$ cat src/rtl/grf_hazard_scoreboard.sv
// Hazard scoreboard for the 5-stage pipeline: tracks GRF writers in E/M/W,
// produces the D-stage stall and forward selects, and drives the GRF write port.
module grf_hazard_scoreboard #(
  parameter int TNEW_W = 2,
  parameter int CNT_W  = 32
) (
  input  logic              clk,
  input  logic              reset,
  input  logic              issue_valid,
  input  logic              issue_wen,
  input  logic [4:0]        issue_wreg,
  input  logic [TNEW_W-1:0] issue_tnew,
  input  logic              rs_used,
  input  logic [4:0]        rs,
  input  logic [TNEW_W-1:0] rs_tuse,
  input  logic              rt_used,
  input  logic [4:0]        rt,
  input  logic [TNEW_W-1:0] rt_tuse,
  output logic              stall,
  output logic [1:0]        fwd_rs,
  output logic [1:0]        fwd_rt,
  output logic              grf_wen,
  output logic [4:0]        grf_wreg,
  output logic [4:0]        e_wreg,
  output logic [4:0]        m_wreg,
  output logic [CNT_W-1:0]  stall_cnt
);

  logic              e_valid_q, e_valid_d, m_valid_q, m_valid_d, w_valid_q, w_valid_d;
  logic [4:0]        e_wreg_q, e_wreg_d, m_wreg_q, m_wreg_d, w_wreg_q, w_wreg_d;
  logic [TNEW_W-1:0] e_tnew_q, e_tnew_d, m_tnew_q, m_tnew_d, w_tnew_q, w_tnew_d;
  logic [CNT_W-1:0]  stall_cnt_q, stall_cnt_d;
  logic [2:0]        rs_eval, rt_eval;
  logic              issue_track;

  // Only the youngest matching stage decides; returns {stall, fwd_sel}.
  function automatic logic [2:0] eval_src(input logic used, input logic [4:0] r,
                                          input logic [TNEW_W-1:0] tuse);
    logic hit_e, hit_m, hit_w, stl;
    logic [1:0] sel;
    hit_e = used && (r != 5'd0) && e_valid_q && (e_wreg_q == r);
    hit_m = used && (r != 5'd0) && m_valid_q && (m_wreg_q == r);
    hit_w = used && (r != 5'd0) && w_valid_q && (w_wreg_q == r);
    stl = 1'b0;
    sel = 2'd0;
    if (hit_e) begin
      stl = e_tnew_q > tuse;
      sel = (e_tnew_q == '0) ? 2'd2 : 2'd0;
    end else if (hit_m) begin
      stl = m_tnew_q > tuse;
      sel = (m_tnew_q == '0) ? 2'd1 : 2'd0;
    end else if (hit_w) begin
      stl = w_tnew_q > tuse;
    end
    return {stl, sel};
  endfunction

  function automatic logic [TNEW_W-1:0] dec_sat(input logic [TNEW_W-1:0] t);
    return (t == '0) ? '0 : t - 1'b1;
  endfunction

  always_comb begin
    rs_eval = eval_src(rs_used, rs, rs_tuse);
    rt_eval = eval_src(rt_used, rt, rt_tuse);
    stall   = issue_valid && (rs_eval[2] || rt_eval[2]);
    fwd_rs  = rs_eval[1:0];
    fwd_rt  = rt_eval[1:0];
  end

  // Writers to $0 or non-writers enter E as bubbles so they can never match.
  always_comb begin
    issue_track = issue_valid && !stall && issue_wen && (issue_wreg != 5'd0);
    e_valid_d   = issue_track;
    e_wreg_d    = issue_track ? issue_wreg : 5'd0;
    e_tnew_d    = issue_track ? issue_tnew : '0;
    m_valid_d   = e_valid_q;
    m_wreg_d    = e_wreg_q;
    m_tnew_d    = dec_sat(e_tnew_q);
    w_valid_d   = m_valid_q;
    w_wreg_d    = m_wreg_q;
    w_tnew_d    = dec_sat(m_tnew_q);
    stall_cnt_d = stall_cnt_q;
    if (stall && (stall_cnt_q != {CNT_W{1'b1}})) begin
      stall_cnt_d = stall_cnt_q + 1'b1;
    end
  end

  always_ff @(posedge clk) begin
    if (reset) begin
      e_valid_q   <= 1'b0;
      e_wreg_q    <= 5'd0;
      e_tnew_q    <= '0;
      m_valid_q   <= 1'b0;
      m_wreg_q    <= 5'd0;
      m_tnew_q    <= '0;
      w_valid_q   <= 1'b0;
      w_wreg_q    <= 5'd0;
      w_tnew_q    <= '0;
      stall_cnt_q <= '0;
    end else begin
      e_valid_q   <= e_valid_d;
      e_wreg_q    <= e_wreg_d;
      e_tnew_q    <= e_tnew_d;
      m_valid_q   <= m_valid_d;
      m_wreg_q    <= m_wreg_d;
      m_tnew_q    <= m_tnew_d;
      w_valid_q   <= w_valid_d;
      w_wreg_q    <= w_wreg_d;
      w_tnew_q    <= w_tnew_d;
      stall_cnt_q <= stall_cnt_d;
    end
  end

  assign grf_wen   = w_valid_q;
  assign grf_wreg  = w_wreg_q;
  assign e_wreg    = e_wreg_q;
  assign m_wreg    = m_wreg_q;
  assign stall_cnt = stall_cnt_q;

endmodule

$ cat config.mk
export PLATFORM = sky130hd
export DESIGN_NAME = grf_hazard_scoreboard
export DESIGN_NICKNAME = d
export VERILOG_FILES = /design/src/rtl/grf_hazard_scoreboard.sv
export SDC_FILE = /design/constraint.sdc
export NUM_CORES = 1
export LEC_CHECK = 0
export BUFFER_PORTS_ARGS = -buffer_cell sky130_fd_sc_hd__buf_2
export CORE_MARGIN = 8
export CORE_UTILIZATION = 54
export CTS_BUF_LIST = sky130_fd_sc_hd__clkbuf_16
export CTS_CLUSTER_DIAMETER = 40
export DETAILED_ROUTE_END_ITERATION = 8
export GPL_ROUTABILITY_DRIVEN = 0
export GPL_TIMING_DRIVEN = 0
export PLACE_DENSITY = 0.81
export SYNTH_ARGS = -nofsm -noshare
export SYNTH_HDL_FRONTEND = slang
export SYNTH_SLANG_ARGS = --single-unit
export TNS_END_PERCENT = 30
$ cat constraint.sdc
create_clock -name clk -period 3 [get_ports clk]
set_input_delay 0.15 -clock clk [delete_from_list [all_inputs] [get_ports clk]]
set_output_delay 0.15 -clock clk [all_outputs]
set_load 0.03 [all_outputs]
Word-level counts from Yosys, hierarchy flattened

Cells that the tools add are included.

Add/sub/neg operators: 3
$lt $le $gt $ge: 6
Equality and inequality tests: 7
Muxes and demuxes: 12
Bitwise logic cells: 1
Reduce and logical (&&, ||, !) cells: 29

Operators by type and width:

| operator                                                           | number |
|---|---|
| 32-bit by 1-bit adder with 32-bit output, second input constant    | 1 |
| 32-bit != test, second input constant                              | 1 |
| 5-bit == test                                                      | 6 |
| 1-bit logical AND                                                  | 19 |
| 5-bit nonzero test                                                 | 3 |
| 2-bit greater-than comparator                                      | 6 |
| 1-bit 2-to-1 mux                                                   | 9 |
| 2-bit 2-to-1 mux                                                   | 3 |
| 2-bit OR reduction                                                 | 3 |
| 2-bit zero test                                                    | 2 |
| 2-bit by 1-bit subtractor with 2-bit output, second input constant | 2 |
| 1-bit zero test                                                    | 1 |
| 1-bit logical OR                                                   | 1 |
| 1-bit NOT                                                          | 1 |

Register bits: 56
Input port bits: 27
Output and inout port bits: 53
Logic and storage cells: 68

Logic depth before layout (Yosys ltp)

Gate-level depths: netlist (run 1).

Word-level depth: 15
Depth in mapped cells: 11

Least setup slack after synthesis (run 1)

OpenSTA, ideal clock, no wires.

Path type: register to register
From: reg m_wreg_q[3], in the netlist m_wreg[3]
To: reg stall_cnt_q[5], in the netlist stall_cnt[5]
Library setup time: 0.121 ns
Arrival: 2.339 ns
Path slack: 0.541 ns
Stages on the path, launching flop included: 10
Path buffers: 2
Period minus slack after synthesis: 2.459 ns
Cells stage by stage: dfxtp_1 > xor2_1 > nor4_4 > o2111a_1 > o31ai_1 > and2_1 > buf_6 > buf_6 > nor4b_1 > mux2_2

Word-level cells in the longest chain between the ends: 7
Elaborated cells between the ends (all ways): 11
Classes of those cells: eq/ne: 2; mux: 4; reduce/logical: 5

RTL lines:

| what                   | RTL line | RTL |
|---|---|---|
| start, declared        | 30       | `logic [4:0] e_wreg_q, e_wreg_d, m_wreg_q, m_wreg_d, w_wreg_q, w_wreg_d;` |
| start signal, assigned | 105      | `m_wreg_q <= m_wreg_d;` |
| 5-bit == test          | 42       | `hit_m = used && (r != 5'd0) && m_valid_q && (m_wreg_q == r);` |
| 1-bit logical AND      | 42       |  |
| 1-bit 2-to-1 mux       | 49       | `end else if (hit_m) begin` |
| 1-bit 2-to-1 mux       | 46       | `if (hit_e) begin` |
| 1-bit logical OR *     | 65       | `stall = issue_valid && (rs_eval[2] \|\| rt_eval[2]);` |
| 1-bit logical AND *    | 65       |  |
| 1-bit logical AND *    | 83       | `if (stall && (stall_cnt_q != {CNT_W{1'b1}})) begin` |
| end signal, assigned   | 110      | `stall_cnt_q <= stall_cnt_d;` |
| end, declared          | 32       | `logic [CNT_W-1:0] stall_cnt_q, stall_cnt_d;` |

Every way passes the cells marked *; elsewhere a longest branch is shown, timed or not.
A chain may end at the register's enable or synchronous reset.

Final worst setup path (run 1)

From: reg w_tnew_q[1]
To: reg stall_cnt_q[5], in the netlist stall_cnt[5]

Word-level cells in the longest chain between the ends: 7
Elaborated cells between the ends (all ways): 11
Classes of those cells: order compare: 2; mux: 6; reduce/logical: 3

RTL lines:

| what                          | RTL line | RTL |
|---|---|---|
| start, declared               | 31       | `logic [TNEW_W-1:0] e_tnew_q, e_tnew_d, m_tnew_q, m_tnew_d, w_tnew_q, w_tnew_d;` |
| start signal, assigned        | 109      | `w_tnew_q <= w_tnew_d;` |
| 2-bit greater-than comparator | 53       | `stl = w_tnew_q > tuse;` |
| 1-bit 2-to-1 mux              | 52       | `end else if (hit_w) begin` |
| 1-bit 2-to-1 mux              | 49       |  |
| 1-bit 2-to-1 mux              | 46       |  |
| 1-bit logical OR *            | 65       |  |
| 1-bit logical AND *           | 65       |  |
| 1-bit logical AND *           | 83       |  |

Marked as above.

==> results of run 1 <==
==> Yosys cell counts, types with 5 or more instances <==
master / number / area (um^2)
a21oi_1: 10 / 50.1
and2_1: 13 / 81.3
and3_1: 16 / 100
clkbuf_1: 10 / 37.5
dfxtp_1: 56 / 1120
ha_1: 15 / 188
inv_1: 9 / 33.8
mux2_2: 20 / 225
nand2_1: 19 / 71.3
nand3_1: 14 / 70.1
nand4_1: 14 / 87.6
nor2_1: 33 / 124
nor2b_1: 38 / 238
nor3_1: 19 / 95.1
o21ai_0: 11 / 55.1
o31ai_1: 5 / 37.5
or3_1: 7 / 43.8
or4_1: 7 / 52.6
xnor2_1: 14 / 123
xor2_1: 16 / 140
==> state kept, by name (all words and copies together) (netlist names) <==
register,count
grf_wreg,5
e_tnew_q,2
stall_cnt,32
e_valid_q,1
m_tnew_q,2
w_tnew_q,2
m_valid_q,1
e_wreg,5
m_wreg,5
grf_wen,1
==> layout make-up <==
class	instances	area, um^2
Fill cell	523	1960
Tap cell	75	93.8
Timing Repair Buffer	76	380
Inverter	9	33.8
Clock buffer	5	125
Clock inverter	3	42.5
Sequential cell	56	1120
Multi-Input combinational cell	300	2040
Buffer	18	91.3
==> metal layers <==
layer  global-route usage (%)  vias up
met5                        0        -
met4                     6.47        0
met3                     4.32       16
met2                     34.1      118
met1                     25.0     1465
li1                         -     1517
==> kinds of logic after synthesis <==
logic type / Yosys count
AND/OR/NAND/NOR: 195
flip-flops: 56
AO/OA/AOI/OAI: 39
XOR/XNOR: 30
buffers and inverters: 27
multiplexers: 21
adder cells (fa/ha/maj): 15
==> final timing paths <==
check	startpoint	endpoint	cells after the start
max	w_tnew_q[1]$_SDFF_PP0_	stall_cnt[5]$_SDFFE_PP0P_	10
min	issue_tnew[0]	e_tnew_q[0]$_SDFF_PP0_	2
max reg2reg	w_tnew_q[1]$_SDFF_PP0_	stall_cnt[5]$_SDFFE_PP0P_	10
min reg2reg	m_tnew_q[0]$_SDFF_PP0_	w_tnew_q[0]$_SDFF_PP0_	1
==> stage by stage <==
step | setup WS (ps) | hold WS, ps | std cells | utilization (%) | instance area, um^2
after floorplan | 541 | 272 | 383 | - | 3280
after global placement | 453 | 355 | 534 | 63.8 | 3760
final | 435 | 53.1 | 542 | 66.7 | 3930
after global routing | 200 | 50.9 | 542 | 66.7 | 3930
after CTS | 447 | 52.5 | 542 | 66.7 | 3930
after detailed placement | 445 | 358 | 534 | 63.8 | 3760
==> placed cells by master (no fill, tap or decap), drive strengths merged, types with 13 or more instances in the layout <==
master   n
nor2    33
dfxtp   56
nand2   19
clkbuf  15
mux2    21
nor3    19
xor2    16
ha      15
nor2b   38
nand4   14
nand3   14
and2    13
xnor2   14
and3    16
buf     84
==> worst register-to-register path, cell delays in order, from the launching register on <==
cell      delay, ps
dfxtp_1         340
ha_1            290
a21boi_0        200
nand4_1         110
a211oi_1        250
o31ai_1         140
and2_1          180
buf_6           120
buf_6           140
nor4b_1         310
mux2_2          370
==> power by group through the flow <==
| stage | clock network [mW] | logic (mW) | registers [mW] |
|---|---|---|---|
| 6_report | 0.674 | 0.147 | 0.757 |
| 3_5_place_dp | 0 | 0.146 | 0.775 |
| 4_1_cts | 0.676 | 0.147 | 0.757 |
| 3_3_place_gp | 0 | 0.140 | 0.774 |
| 5_1_grt | 0.712 | 0.162 | 0.758 |
| 2_1_floorplan | 0 | 0.0840 | 0.780 |
==> results.md, run 1 <==
- Critical Path Slowest Stage Cell: mux2_2
- CP Data Required Time: 3190 ps
- Drt drc: 0
- Initial antenna violation count: 0
- Layout cells sized above 1: 24.2%
- Largest family of logic cells by synthesized area: simple AND/OR/NAND/NOR gates
- Syn-to-layout area delta: 19.6%
- Most Frequent Cell on Critical Path: buf_6
- Worst slew pin tran: 572 ps
- Bufs and invs on worst path: 2
- CTS root buf: clkbuf_16
- First-pass GRT wire length: 14500 um
- Number of cells upsized or downsized after cts: 0
- # hold bufs at CTS: 0
- Grt ovf: 0
- Post-Synth Adder-Cell Area: 5.72%
- Worst Skew: 4.78 ps
- Layout Nets: 508
- Core Rows: 28
- Number of flops mapped to enable cells by yosys: 0
- Clk buf depth: 2
- P_leak: 1.75 nW
- Post-synthesis register bit count: 56
- Post-Synth XOR/XNOR Area: 8.00%
- Int Pwr: 1.20 mW
- Synth Net Count: 425
- Largest net degree at the start of global routing: 18
- CTS tree: yes
- Synth unique cells: 39
- Worst Setup End Kind: register
- P per Cell Area: 402 mW/mm^2
- Final slew viol count: 0
- Post-synth top flop: dfxtp_1
- Final Hold Viols: 0
- Number of H-tree levels: 2
- Dpl hpwl: 6860 um
- Worst min path class: in -> reg
- FMAX: 390 MHz
- Yosys warnings: 0
- FFs w/ async S/R, synth: 0%
- Compound-Gate Fraction of Synth Area: 7.51%
- Initial DRC count: 221
- Relative slew slack: 61.9%
- Gr usage total: 20.3%
- Post-synthesis simple-gate area fraction: 33.6%
- Clock power share: 42.7%
- WL met3: 530 um
- Clock transition at path regs: 70 ps
- Core Area: 0.00589 mm^2
- DIE HEIGHT: 94.0 um
- Die Area: 0.00883 mm^2
- # IOs: 80
- CTS Sinks: 56
- Routed WL per cell: 16.5 um
- Initial Util: 55.8%
- Mux cell area share after synthesis: 7.20%
- Final setup TNS: 0 ps
- Setup-failing EPs final: 0
- Synth Instances: 383
- Switching power: 376 uW
- Crit-path max FO: 10
- Tcrit/Tclk final: 85.5%
- Register area share after synthesis: 34.1%
- Top layer in use: met4
- ANT cells: 0
- Routed vias: 3116
- RSZ-0062 raised after global routing: false
- Total Power: 1.58 mW
- M1 WL: 3870 um
- VDD IR max: 304 uV
- Crit path DAT: 2760 ps
- Crit path launch type: register
- Crit path cell chain: ha_1 > a21boi_0 > nand4_1 > a211oi_1 > o31ai_1 > and2_1 > buf_6 > buf_6 > nor4b_1 > mux2_2
- Drt pass-1 iters: 5
- Die Width: 94.0 um
- DR WL met2: 4370 um
- Worst-Skew Late Latency: 300 ps
- CP Class: reg -> reg
- Cell family with most CP delay: simple AND/OR/NAND/NOR gates
- Max-cap violations: 0
- Synth Cell Area: 0.00328 mm^2
- Syn Area/Cell: 8.57 um^2
- R2R setup slack: 440 ps
- IO buf count: 76
- Final min period: 2560 ps
- Vias/cell: 5.75
- Comb power frac: 9.3%
- Sequential Power Share: 48.0%
- Vias in the first global route: 2988
- Status: complete, no violations
- Biggest cell delay along the critical path: 370 ps
- Sw Ratio: 23.9%
- Total wire length: 8930 um
- Post-route ant nets: 0
- Setup Fix Bufs, Post-CTS: 0
- Total CTS buffers: 5
Power figures use the tool's default switching activity.
==> inputs of run 2 (changes only) <==
--- a/config.mk
+++ b/config.mk
@@ -5,15 +5,16 @@
 export SDC_FILE = /design/constraint.sdc
 export NUM_CORES = 1
 export LEC_CHECK = 0
+export ABC_AREA = 1
 export BUFFER_PORTS_ARGS = -buffer_cell sky130_fd_sc_hd__buf_2
 export CORE_MARGIN = 8
-export CORE_UTILIZATION = 54
+export CORE_UTILIZATION = 55
 export CTS_BUF_LIST = sky130_fd_sc_hd__clkbuf_16
 export CTS_CLUSTER_DIAMETER = 40
 export DETAILED_ROUTE_END_ITERATION = 8
 export GPL_ROUTABILITY_DRIVEN = 0
 export GPL_TIMING_DRIVEN = 0
-export PLACE_DENSITY = 0.81
+export PLACE_DENSITY = 0.8
 export SYNTH_ARGS = -nofsm -noshare
 export SYNTH_HDL_FRONTEND = slang
 export SYNTH_SLANG_ARGS = --single-unit
==> constraint.sdc (replaced) <==
create_clock -name clk -period 3 [get_ports clk]
set_input_delay 0 -clock clk [delete_from_list [all_inputs] [get_ports clk]]
set_output_delay 0 -clock clk [all_outputs]
set_load 0.03 [all_outputs]
==> run 2 against run 1 <==
Compared with the run above: clock power fell by 12%; non-clock buffer count increased by 11; sequential power about the same; utilization grew 0.090 points; setup slack gained 510 ps; die area increased by 11%; critical path type unchanged; largest power group unchanged; highest routed layer unchanged.
==> results.md, run 2 <==
- Core Area: 0.00676 mm^2
- IO buf count: 77
- Yosys warnings: 0
- Register area share after synthesis: 29.4%
- Vias/cell: 5.29
- First-pass GRT wire length: 18500 um
- Most common cell in the netlist: nand2_1
- R2R setup slack: 950 ps
- Worst Setup End Kind: register
- Drt pass-1 iters: 5
- Critical Path Slowest Stage Cell: dfxtp_1
- Post-Synth Adder-Cell Area: 4.93%
- Layout Nets: 778
- Worst min path class: in -> reg
- VDD IR max: 253 uV
- Worst slew pin tran: 624 ps
- Number of H-tree levels: 2
- ANT cells: 0
- P_leak: 2.40 nW
- Worst Skew: 6.84 ps
- Setup-failing EPs final: 0
- Largest net degree at the start of global routing: 19
- Post-route ant nets: 0
- Final setup TNS: 0 ps
- Max-cap violations: 0
- Top cells by area, synth: dfxtp_1 29%, nand2_1 17%, inv_1 12%, nor2_1 11%, nand3_1 7.8%
- Crit-path max FO: 4
- Initial antenna violation count: 0
- DIE HEIGHT: 99.2 um
- Placed Area: 0.00429 mm^2
- Compound-Gate Fraction of Synth Area: 3.25%
- Number of cells upsized or downsized after cts: 0
- CP Class: reg -> reg
- Commonest cells in the netlist: 171 x nand2_1, 119 x inv_1, 107 x nor2_1
- Tcrit/Tclk final: 68.4%
- Grt ovf: 0
- # IOs: 80
- Vias in the first global route: 4077
- Layout cells sized above 1: 15.7%
- RSZ-0062 raised after global routing: false
- Final Hold Viols: 0
- CP Data Required Time: 3170 ps
- Clock transition at path regs: 70 ps
- Number of flops mapped to enable cells by yosys: 0
- Post-route cell area: 0.00451 mm^2
- Commonest non-fill, non-tap cell in the layout: nand2_1
- Crit path launch type: register
- Post-Synth XOR/XNOR Area: 0.920%
- Pre-CTS setup slack: 988 ps
- Core Util, Final: 66.8%
- P per Cell Area: 337 mW/mm^2
- FFs w/ async S/R, synth: 0%
- Biggest cell delay along the critical path: 380 ps
- Syn-to-layout area delta: 18.5%
- CTS Sinks: 56
- Synth Cell Area: 0.00381 mm^2
- Routed vias: 4323
- Drt drc: 0
- CTS root buf: clkbuf_16
- Max FFs per register: 32
- Dpl hpwl: 8690 um
- Synth unique cells: 30
- Setup WS post-layout: 948 ps
- Crit path DAT: 2220 ps
- Crit path cell chain: ha_1 > nand2_1 > nor2_2 > nand3_1 > nor2_1 > nand2_1 > nor2_1 > nand2_1 > nor2_1 > nand4_1 > nand2_1 > nor2_1
- Fillers: 666
- Setup Fix Bufs, Post-CTS: 0
- Synth Net Count: 687
- Final slew viol count: 0
- Footprint of the multi-input gates: 0.00211 mm^2
- CTS tree: yes
- Initial Util: 56.4%
- Syn Area/Cell: 5.90 um^2
- Relative slew slack: 58.4%
- Post-synthesis simple-gate area fraction: 46.2%
- Total Power: 1.52 mW
- Core Rows: 30
- Gr usage total: 22.4%
- Synth Instances: 645
- Area occupied by registers: 0.00112 mm^2
- Post-synthesis register bit count: 56
- Initial DRC count: 360
- Clk buf depth: 2
- Total CTS buffers: 5
- Routed WL per cell: 13.7 um
- Yosys top cell area share: 29.4%
- Yosys top cell by area: dfxtp_1
- Most frequent cells in the layout: 171 x nand2_1, 119 x inv_1, 107 x nor2_1
- FMAX: 487 MHz
- Die Area: 0.00984 mm^2
- Worst-Skew Late Latency: 300 ps
- Post-synth top flop: dfxtp_1
- Largest family of logic cells by synthesized area: simple AND/OR/NAND/NOR gates
- Mux cell area share after synthesis: 0%
- Die Width: 99.2 um
- Status: complete, no violations
- Total wire length: 11200 um
- Final min period: 2050 ps
## run 2: cell types whose count changed after synthesis, moves of 20 or more
cell     delta
nand2_1   +152
nor2b_1    -38
inv_1     +110
mux2_2     -20
nor2_1     +74
nand3_1    +45
nand4_1    +21
## run 2: critical path: cells and delay by family, from the launching register on
family	cells	cell delay (ps)
fa+ha+maj	1	200
flops	1	380
simple gates	11	1350
## run 2: path summary, 6_finish.rpt
kind	from	to	depth (start not counted)
max	stall_cnt[0]$_SDFFE_PP0P_	stall_cnt[30]$_SDFFE_PP0P_	12
min	reset	m_tnew_q[1]$_SDFF_PP0_	2
min reg2reg	e_tnew_q[0]$_SDFF_PP0_	m_tnew_q[0]$_SDFF_PP0_	1
max reg2reg	stall_cnt[0]$_SDFFE_PP0P_	stall_cnt[30]$_SDFFE_PP0P_	12
## run 2: what timing repair did
| item | CTS | global route |
|---|---|---|
| hold endpoints to repair | 7 | 0 |
| setup endpoints to repair | 0 | 0 |
| hold buffers | 7 | 0 |
## run 2: kinds of logic after synthesis
family                     Yosys count
xor gates and xnor gates             4
and+or+nand+nor                    402
DFF                                 56
buffers and inverters              146
adders and majority gates           15
AOI/OAI and AO/OA                   22
## run 2: layout make-up
type,instances,area share [%]
Multi-Input combinational cell,443,46.7
Sequential cell,56,24.8
Inverter,125,10.4
Timing Repair Buffer,84,10.1
Clock buffer,5,2.77
Buffer,21,2.47
Tap cell,80,2.22
Clock inverter,3,0.527
## run 2: power by group
part / leakage, nW / internal, mW / switching [mW] / total [mW]
logic: 1.89 / 0.0585 / 0.113 / 0.172
clock network: 0.0660 / 0.311 / 0.279 / 0.590
registers: 0.452 / 0.750 / 0.00721 / 0.757
total: 2.40 / 1.12 / 0.399 / 1.52
## run 2: per-stage QoR
step / cells / hold WS (ps)
after floorplan: 645 / 112
after global placement: 802 / 216
after detailed placement: 802 / 225
after CTS: 817 / 56.0
after global routing: 817 / 78.2
final: 817 / 42.0
## run 2: layer usage
metal	GRT usage [%]	wire length [um]
met1	24.6	4590
met2	40.5	5300
met3	5.24	984
met4	8.96	281
met5	0	0
